File: config.mk
export PLATFORM = sky130hd
export DESIGN_NAME = alu_issue_ctrl_flat
export DESIGN_NICKNAME = d
export VERILOG_FILES = /design/src/rtl/alu_issue_ctrl_if.sv /design/src/rtl/alu_issue_ctrl.sv /design/src/flat_wrapper.sv
export SDC_FILE = /design/constraint.sdc
export NUM_CORES = 1
export LEC_CHECK = 0
export CORE_ASPECT_RATIO = 0.8
export CORE_UTILIZATION = 30
export DETAILED_ROUTE_END_ITERATION = 8
export DONT_BUFFER_PORTS = 1
export PLACE_DENSITY = 0.51
export SLEW_MARGIN = 20
export SYNTH_ARGS = -nofsm -noshare
export SYNTH_HDL_FRONTEND = slang
export SYNTH_SLANG_ARGS = --single-unit
File: constraint.sdc
create_clock -name clk_i -period 1.66 [get_ports clk_i]
set_input_delay 0.249 -clock clk_i [delete_from_list [all_inputs] [get_ports clk_i]]
set_output_delay 0.249 -clock clk_i [all_outputs]
set_load 0.05 [all_outputs]
File: src/rtl/alu_issue_ctrl_if.sv
// Bundle of the request, ALU and result signals around the ALU issue controller.
// The slave modport is the controller's view; master is the environment driving it.
interface alu_issue_ctrl_if #(
   parameter int WIDTH = 32,
   parameter int CNT_W = 16
);
   logic             req_valid_i;
   logic             req_ready_o;
   logic [1:0]       ALUOp_i;
   logic [5:0]       funct_i;
   logic [WIDTH-1:0] rs_data_i;
   logic [WIDTH-1:0] rt_data_i;
   logic [WIDTH-1:0] imm_i;
   logic             ALUSrc_i;
   logic [4:0]       rd_addr_i;
   logic [WIDTH-1:0] alu_data1_o;
   logic [WIDTH-1:0] alu_data2_o;
   logic [2:0]       alu_ctrl_o;
   logic [WIDTH-1:0] alu_data_i;
   logic             alu_zero_i;
   logic             res_valid_o;
   logic             res_ready_i;
   logic [WIDTH-1:0] res_data_o;
   logic             res_zero_o;
   logic             res_branch_o;
   logic [4:0]       res_rd_o;
   logic             res_illegal_o;
   logic [CNT_W-1:0] op_count_o;

   modport slave (
      input  req_valid_i, ALUOp_i, funct_i, rs_data_i, rt_data_i, imm_i, ALUSrc_i, rd_addr_i,
      input  alu_data_i, alu_zero_i, res_ready_i,
      output req_ready_o, alu_data1_o, alu_data2_o, alu_ctrl_o,
      output res_valid_o, res_data_o, res_zero_o, res_branch_o, res_rd_o, res_illegal_o,
      output op_count_o
   );

   modport master (
      output req_valid_i, ALUOp_i, funct_i, rs_data_i, rt_data_i, imm_i, ALUSrc_i, rd_addr_i,
      output alu_data_i, alu_zero_i, res_ready_i,
      input  req_ready_o, alu_data1_o, alu_data2_o, alu_ctrl_o,
      input  res_valid_o, res_data_o, res_zero_o, res_branch_o, res_rd_o, res_illegal_o,
      input  op_count_o
   );
endinterface

File: src/rtl/alu_issue_ctrl.sv
// Issue/capture controller for the single-cycle ALU: latches a decoded request,
// holds the ALU inputs for EXEC_CYCLES, captures the result and hands it off.
//
// state | meaning
// IDLE  | no op in flight, ready for a request
// EXEC  | ALU inputs held, settle counter running down
// DONE  | result captured and valid, waiting for consumer
module alu_issue_ctrl #(
   parameter int WIDTH       = 32,
   parameter int EXEC_CYCLES = 1,
   parameter int CNT_W       = 16
) (
   input logic           clk_i,
   input logic           rst_i,
   alu_issue_ctrl_if.slave bus
);
   localparam int CW = (EXEC_CYCLES > 1) ? $clog2(EXEC_CYCLES) : 1;

   typedef enum logic [1:0] {IDLE = 2'd0, EXEC = 2'd1, DONE = 2'd2} state_t;

   state_t           state, state_nxt;
   logic [CW-1:0]    cnt;
   logic [WIDTH-1:0] data1_q, data2_q, res_data_q;
   logic [2:0]       ctrl_q, ctrl_dec;
   logic             illegal_dec, illegal_q, branch_q;
   logic             res_zero_q, res_branch_q, res_illegal_q;
   logic [4:0]       rd_q, res_rd_q;
   logic [CNT_W-1:0] op_cnt;
   logic             req_ready, accept, capture, handoff;

   always_comb begin
      ctrl_dec    = 3'b010;
      illegal_dec = 1'b0;
      case (bus.ALUOp_i)
         2'b01:   ctrl_dec = 3'b110;
         2'b11:   ctrl_dec = 3'b001;
         2'b10: begin
            case (bus.funct_i)
               6'b100000: ctrl_dec = 3'b010;
               6'b100010: ctrl_dec = 3'b110;
               6'b100100: ctrl_dec = 3'b000;
               6'b100101: ctrl_dec = 3'b001;
               6'b101010: ctrl_dec = 3'b111;
               default:   illegal_dec = 1'b1;
            endcase
         end
         default: ctrl_dec = 3'b010;
      endcase
   end

   // DONE forwards consumer readiness so a new op can start on the hand-off edge
   always_comb begin
      state_nxt = state;
      req_ready = 1'b0;
      capture   = 1'b0;
      handoff   = 1'b0;
      case (state)
         IDLE: begin
            req_ready = 1'b1;
            if (bus.req_valid_i) state_nxt = EXEC;
         end
         EXEC: begin
            if (cnt == '0) begin
               capture   = 1'b1;
               state_nxt = DONE;
            end
         end
         DONE: begin
            req_ready = bus.res_ready_i;
            if (bus.res_ready_i) begin
               handoff   = 1'b1;
               state_nxt = bus.req_valid_i ? EXEC : IDLE;
            end
         end
         default: state_nxt = IDLE;
      endcase
   end

   assign accept = bus.req_valid_i & req_ready;

   always_ff @(posedge clk_i) begin
      if (!rst_i) state <= IDLE;
      else        state <= state_nxt;
   end

   always_ff @(posedge clk_i) begin
      if (!rst_i) begin
         cnt           <= '0;
         data1_q       <= '0;
         data2_q       <= '0;
         ctrl_q        <= '0;
         illegal_q     <= 1'b0;
         branch_q      <= 1'b0;
         rd_q          <= '0;
         res_data_q    <= '0;
         res_zero_q    <= 1'b0;
         res_branch_q  <= 1'b0;
         res_illegal_q <= 1'b0;
         res_rd_q      <= '0;
         op_cnt        <= '0;
      end else begin
         if (accept) begin
            data1_q   <= bus.rs_data_i;
            data2_q   <= bus.ALUSrc_i ? bus.imm_i : bus.rt_data_i;
            ctrl_q    <= ctrl_dec;
            illegal_q <= illegal_dec;
            branch_q  <= (bus.ALUOp_i == 2'b01);
            rd_q      <= bus.rd_addr_i;
            cnt       <= CW'(EXEC_CYCLES - 1);
         end else if (state == EXEC && cnt != '0) begin
            cnt <= cnt - CW'(1);
         end
         if (capture) begin
            res_data_q    <= bus.alu_data_i;
            res_zero_q    <= bus.alu_zero_i;
            res_branch_q  <= branch_q & bus.alu_zero_i;
            res_illegal_q <= illegal_q;
            res_rd_q      <= rd_q;
         end
         if (handoff) op_cnt <= op_cnt + CNT_W'(1);
      end
   end

   assign bus.req_ready_o   = req_ready;
   assign bus.alu_data1_o   = data1_q;
   assign bus.alu_data2_o   = data2_q;
   assign bus.alu_ctrl_o    = ctrl_q;
   assign bus.res_valid_o   = (state == DONE);
   assign bus.res_data_o    = res_data_q;
   assign bus.res_zero_o    = res_zero_q;
   assign bus.res_branch_o  = res_branch_q;
   assign bus.res_rd_o      = res_rd_q;
   assign bus.res_illegal_o = res_illegal_q;
   assign bus.op_count_o    = op_cnt;
endmodule

File: src/flat_wrapper.sv
// flat-port wrapper written by rule: the top's interface ports become plain ports
module alu_issue_ctrl_flat 
#(
   parameter int WIDTH       = 32,
   parameter int EXEC_CYCLES = 1,
   parameter int CNT_W       = 16
)
  (clk_i, rst_i, bus_req_valid_i, bus_ALUOp_i, bus_funct_i, bus_rs_data_i, bus_rt_data_i, bus_imm_i, bus_ALUSrc_i, bus_rd_addr_i, bus_alu_data_i, bus_alu_zero_i, bus_res_ready_i, bus_req_ready_o, bus_alu_data1_o, bus_alu_data2_o, bus_alu_ctrl_o, bus_res_valid_o, bus_res_data_o, bus_res_zero_o, bus_res_branch_o, bus_res_rd_o, bus_res_illegal_o, bus_op_count_o);
  alu_issue_ctrl_if #(.WIDTH(WIDTH), .CNT_W(CNT_W)) bus_i ();
  input logic clk_i;
  input logic rst_i;
  input wire logic [$bits(bus_i.req_valid_i)-1:0] bus_req_valid_i;
  input wire logic [$bits(bus_i.ALUOp_i)-1:0] bus_ALUOp_i;
  input wire logic [$bits(bus_i.funct_i)-1:0] bus_funct_i;
  input wire logic [$bits(bus_i.rs_data_i)-1:0] bus_rs_data_i;
  input wire logic [$bits(bus_i.rt_data_i)-1:0] bus_rt_data_i;
  input wire logic [$bits(bus_i.imm_i)-1:0] bus_imm_i;
  input wire logic [$bits(bus_i.ALUSrc_i)-1:0] bus_ALUSrc_i;
  input wire logic [$bits(bus_i.rd_addr_i)-1:0] bus_rd_addr_i;
  input wire logic [$bits(bus_i.alu_data_i)-1:0] bus_alu_data_i;
  input wire logic [$bits(bus_i.alu_zero_i)-1:0] bus_alu_zero_i;
  input wire logic [$bits(bus_i.res_ready_i)-1:0] bus_res_ready_i;
  output wire logic [$bits(bus_i.req_ready_o)-1:0] bus_req_ready_o;
  output wire logic [$bits(bus_i.alu_data1_o)-1:0] bus_alu_data1_o;
  output wire logic [$bits(bus_i.alu_data2_o)-1:0] bus_alu_data2_o;
  output wire logic [$bits(bus_i.alu_ctrl_o)-1:0] bus_alu_ctrl_o;
  output wire logic [$bits(bus_i.res_valid_o)-1:0] bus_res_valid_o;
  output wire logic [$bits(bus_i.res_data_o)-1:0] bus_res_data_o;
  output wire logic [$bits(bus_i.res_zero_o)-1:0] bus_res_zero_o;
  output wire logic [$bits(bus_i.res_branch_o)-1:0] bus_res_branch_o;
  output wire logic [$bits(bus_i.res_rd_o)-1:0] bus_res_rd_o;
  output wire logic [$bits(bus_i.res_illegal_o)-1:0] bus_res_illegal_o;
  output wire logic [$bits(bus_i.op_count_o)-1:0] bus_op_count_o;
  assign bus_i.req_valid_i = bus_req_valid_i;
  assign bus_i.ALUOp_i = bus_ALUOp_i;
  assign bus_i.funct_i = bus_funct_i;
  assign bus_i.rs_data_i = bus_rs_data_i;
  assign bus_i.rt_data_i = bus_rt_data_i;
  assign bus_i.imm_i = bus_imm_i;
  assign bus_i.ALUSrc_i = bus_ALUSrc_i;
  assign bus_i.rd_addr_i = bus_rd_addr_i;
  assign bus_i.alu_data_i = bus_alu_data_i;
  assign bus_i.alu_zero_i = bus_alu_zero_i;
  assign bus_i.res_ready_i = bus_res_ready_i;
  assign bus_req_ready_o = bus_i.req_ready_o;
  assign bus_alu_data1_o = bus_i.alu_data1_o;
  assign bus_alu_data2_o = bus_i.alu_data2_o;
  assign bus_alu_ctrl_o = bus_i.alu_ctrl_o;
  assign bus_res_valid_o = bus_i.res_valid_o;
  assign bus_res_data_o = bus_i.res_data_o;
  assign bus_res_zero_o = bus_i.res_zero_o;
  assign bus_res_branch_o = bus_i.res_branch_o;
  assign bus_res_rd_o = bus_i.res_rd_o;
  assign bus_res_illegal_o = bus_i.res_illegal_o;
  assign bus_op_count_o = bus_i.op_count_o;
  alu_issue_ctrl #(.WIDTH(WIDTH), .EXEC_CYCLES(EXEC_CYCLES), .CNT_W(CNT_W)) u_core (.clk_i(clk_i), .rst_i(rst_i), .bus(bus_i));
endmodule
Yosys cells after proc, flatten, opt, wreduce, memory -nomap -nowiden. Index checks and enable logic that the tools add are counted.

Bitwise logic cells: 3. $add $sub $neg: 2. Mux-type cells: 15. Reduce and logical (&&, ||, !) cells: 5. Eq/ne operators: 13.

Operator list (count): 2-to-1 mux 32 bit (1); == test 6 bit, second input constant (5); adder 16 x 1 -> 16 bit, second input constant (1); case mux 3 bit (4 select lines) (1); case mux 3 bit (3 select lines) (1); 2-to-1 mux 1 bit (7); == test 2 bit, second input constant (3); 2-to-1 mux 2 bit (3); != test 2 bit, second input constant (3); case mux 2 bit (3 select lines) (1); OR reduction 5 bit (1); == test 2 x 1 -> 1 bit, second input constant (2); AND reduction 3 bit (1); AND 1 bit (2); zero test 2 bit (1); case mux 1 bit (2 select lines) (1); OR reduction 2 bit (1); logical AND 1 bit (1); NOT 1 bit (1); subtractor 1 bit, second input constant (1).

Logic and storage cells: 52. Register bits: 133. Input port bits: 147. Output and inout port bits: 125.

Longest topological paths before layout.
Depth after elaboration: 4. Gate-level depth with buffers: 6. Gate-level depth less buffers: 5.

Worst setup path after synthesis. Ideal clock, no wire load.

Kind: register to register. Start point: register u_core.op_cnt[4], in the netlist u_core.bus.op_count_o[4]. End point: register u_core.op_cnt[15], in the netlist u_core.bus.op_count_o[15]. Data arrival time: 2076 ps. Path slack: -487 ps. Data required time: 1590 ps. Cell stages (with the launch flop): 6. Cell sequence: dfxtp_1 nand4_2 or3_1 buf_2 or4_1 a21oi_1.

Longest elaborated chain between the ends: 1.

RTL lines: start, declared (RTL line alu_issue_ctrl.sv:28) `logic [CNT_W-1:0] op_cnt;`; start signal, assigned (RTL line alu_issue_ctrl.sv:120) `if (handoff) op_cnt <= op_cnt + CNT_W'(1);`; adder 16 x 1 -> 16 bit (RTL line alu_issue_ctrl.sv:120).

No other way between the ends. A chain may end at the register's enable or synchronous reset.

Final worst setup path.
Start point: register u_core.op_cnt[8], in the netlist u_core.bus.op_count_o[8]. End point: register u_core.op_cnt[15], in the netlist u_core.bus.op_count_o[15].

The elaborated chain is that of the path after synthesis.

==> results.yml <==
outcome:
  status: "finished clean"
pwr:
  switchingPower_mw: 2.47
  internal_power_mw: 5.88
  p_seq_share_pct: 47.3
  peakVddDrop_mv: 0.566
  power.density_mw_per_mm2: 1200
  leakagePower_nw: 2.65
  switching_share_pct: 29.5
  clock_power_share_pct: 42.8
  combPwrFrac_pct: 9.9
  finalPower_mw: 8.35
worst_setup_path:
  crit_required_ns: 2.00
  end_kind: "flip-flop"
  critical_path_class: "flip-flop to flip-flop"
  start_kind: "flip-flop"
  crit_fanout: 8
  cp.arrival_ns: 1.92
flow_run:
  drv_cap: 0
final_layout:
  antennaDiodeCount: 0
  fillers: 1652
  layout.nets: 850
  layout-drive-gt1-share_pct: 13.4
  area_growth_pct: 36.8
synthesis:
  yosysSeqAreaShare_pct: 52.2
  netlist-cell-type-count: 35
  async_reset_ff_share_pct: 0
  syn-num-nets: 760
  yosys_warnings: 0
  synth_top_area_share_pct: 52.2
  synth-seq-cells: 133
  synth_area_per_cell_um2: 8.34
  synth.area.top_cells: "dfxtp_1, nand2_1, a21oi_1"
  ys.flop_type: "dfxtp_1"
  netlist_area_mm2: 0.00510
  synth_edf_count: 0
  syn_inst: 612
  yosysTopAreaCell: "dfxtp_1"
timing:
  period_needed_ns: 1.58
  slew_viol_final: 0
  worstMarginPinSlew_ns: 0.587
  rsz0062_at_grt: "no"
  setup_viol: 0
  finalWorstSetupSlack_ns: 0.0829
  fmax_ghz: 0.634
  finalCritPeriodShare_pct: 95.0
  hold_violations: 0
  relSlewSlack_pct: 60.8
  skew_ns: 0.00863
die:
  dieArea_mm2: 0.0175
  start_util_pct: 30.7
  core_area_mm2: 0.0166
  die_y_um: 119
  num_rows: 42
  die_x_um: 148
  ioPinCount: 272
drt:
  vias_per_cell: 4.84
  drcViolationCount: 0
  drt_iter0_markers: 204
  num_vias: 4517
  dr.pass1.iters: 4
  routed_wl_um: 14200
  avgRoutedWirePerCell_um: 15.2
  final_antenna_net_count: 0
placement:
  globalplace.congestion: 0.803
  portBuffers: 0
  hpwl_um: 9470
  pre_cts_ws_ns: 0.0326
cts:
  cts_htree_levels: 4
  clock-sinks: 133
  clock_path_buffers: 2
  cts_buffers: 17
  cts_tree: "yes"
  clk_pin_slew_worst_paths_ns: 0.06
  clkLatencyLatePin_ns: 0.41
  cts-root-buf: "clkbuf_16"
grt:
  grt_max_degree: 57
  grt_antenna_before_repair: 0
  grt_pass1_wl_um: 22000
  gr-usage-all-layers_pct: 16.0
  grt_pass1_vias: 4381
  grt_overflow: 0
min_path:
  min_path_type: "input port to flip-flop"
-- power groups by stage --
stage          logic [mW]  registers [mW]  clock network (mW)
2_1_floorplan       0.435            4.08                   0
3_3_place_gp        0.672            4.02                   0
3_5_place_dp        0.694            4.02                   0
4_1_cts             0.832            3.95                3.69
5_1_grt             0.909            3.97                3.81
6_report            0.829            3.95                3.57
-- logic make-up after synthesis --
group | share of synthesized area [%]
mux | 6.47
flops | 52.2
buf+inv | 3.77
simple gates | 20.3
xor+xnor | 1.89
compound gates | 15.2
fa+ha+maj | 0.245
-- worst paths after layout --
check                           depth (start not counted)                startpoint  slack [ns]                   endpoint
worst max register to register                          4  u_core.bus.op_count_o[8]        0.08  u_core.bus.op_count_o[15]
worst max-delay path                                    4  u_core.bus.op_count_o[8]        0.08  u_core.bus.op_count_o[15]
worst min-delay path                                    2                     rst_i        0.02   u_core.bus.alu_ctrl_o[1]
worst min register to register                          2  u_core.bus.res_illegal_o        0.45   u_core.bus.res_illegal_o
-- synthesized netlist by cell type (all sizes together) (3+ instances only) --
cell type / instances
a211oi: 32
a21oi: 88
clkbuf: 43
dfxtp: 133
inv: 6
mux2i: 33
nand2: 168
nand3: 10
nand4: 3
nor2: 44
nor2b: 5
nor3: 4
nor4: 3
o21ai: 3
o31ai: 3
or4: 4
xnor2: 6
xor2: 5
-- per-stage QoR --
step	TNS (ns)	cells	hold WS, ns	util [%]	cell area (um2)
2_1_floorplan	-0.103	612	0.349	-	5160
3_3_place_gp	0	831	0.363	34.2	5680
3_5_place_dp	0	831	0.370	34.2	5680
4_1_cts	0	934	0.00227	42.0	6970
5_1_grt	0	934	0.0163	42.1	6980
6_report	0	934	0.0206	42.1	6980
-- routing by layer --
layer	vias to the layer above	share of wire (%)	track usage (%)
met3	13	8.6	6.25
met2	196	48	27.2
met4	0	1.3	5.99
met5	-	0	0
li1	2244	-	-
met1	2064	42	18.1
-- cell type report --
type	instances	area (um2)	area share (%)
Inverter	6	25.0	0.358
Timing Repair Buffer	116	1130	16.1
Multi-Input combinational cell	428	2280	32.7
Sequential cell	133	2710	38.7
Tap cell	220	275	3.94
Clock buffer	20	467	6.68
Clock inverter	11	101	1.45
-- critical path: stages (launching register included) --
cell	delay [ns]
dfxtp_4	0.34
nand2_1	0.07
or3_4	0.42
or4_1	0.51
a21oi_1	0.16
-- timing repair --
item,CTS,global route
hold buffers,72,0
buffers inserted,0,0
endpoints found under the hold margin,75,0
resized for setup,0,4
setup endpoints to repair,0,5
-- state kept, by name (all words and copies together), names as in the netlist --
name / cells
u_core.rd_q: 5
u_core.cnt: 1
u_core.bus.op_count_o: 16
u_core.bus.res_rd_o: 5
u_core.branch_q: 1
u_core.bus.alu_ctrl_o: 3
u_core.bus.alu_data1_o: 32
u_core.state: 2
u_core.illegal_q: 1
u_core.bus.res_branch_o: 1
u_core.bus.alu_data2_o: 32
u_core.bus.res_illegal_o: 1
u_core.bus.res_data_o: 32
u_core.bus.res_zero_o: 1
-- placed cells by master, fill, tap and decap left out, drive strengths merged --
cell | Yosys | routed
xor2 | 5 | 5
dlygate4sd3 | 0 | 72
or4 | 4 | 4
a31oi | 2 | 2
mux2i | 33 | 33
a211oi | 32 | 32
a41oi | 1 | 1
nand2 | 168 | 168
and3 | 1 | 1
bufinv | 0 | 1
buf | 2 | 44
ha | 1 | 1
clkinvlp | 0 | 5
nor2b | 5 | 5
o31ai | 3 | 3
a21oi | 88 | 88
or2 | 1 | 1
nand3 | 10 | 10
clkbuf | 43 | 20
o211ai | 1 | 1
clkinv | 0 | 3
o21ai | 3 | 3
nor3 | 4 | 4
nor3b | 1 | 1
dfxtp | 133 | 133
a32o | 1 | 1
a21o | 1 | 1
nand4 | 3 | 3
nand2b | 2 | 2
or3 | 2 | 2
inv | 6 | 8
nand4b | 1 | 1
o211a | 1 | 1
and4b | 1 | 1
nor4 | 3 | 3
nor2 | 44 | 44
xnor2 | 6 | 6
Power figures use the tool's default switching activity.
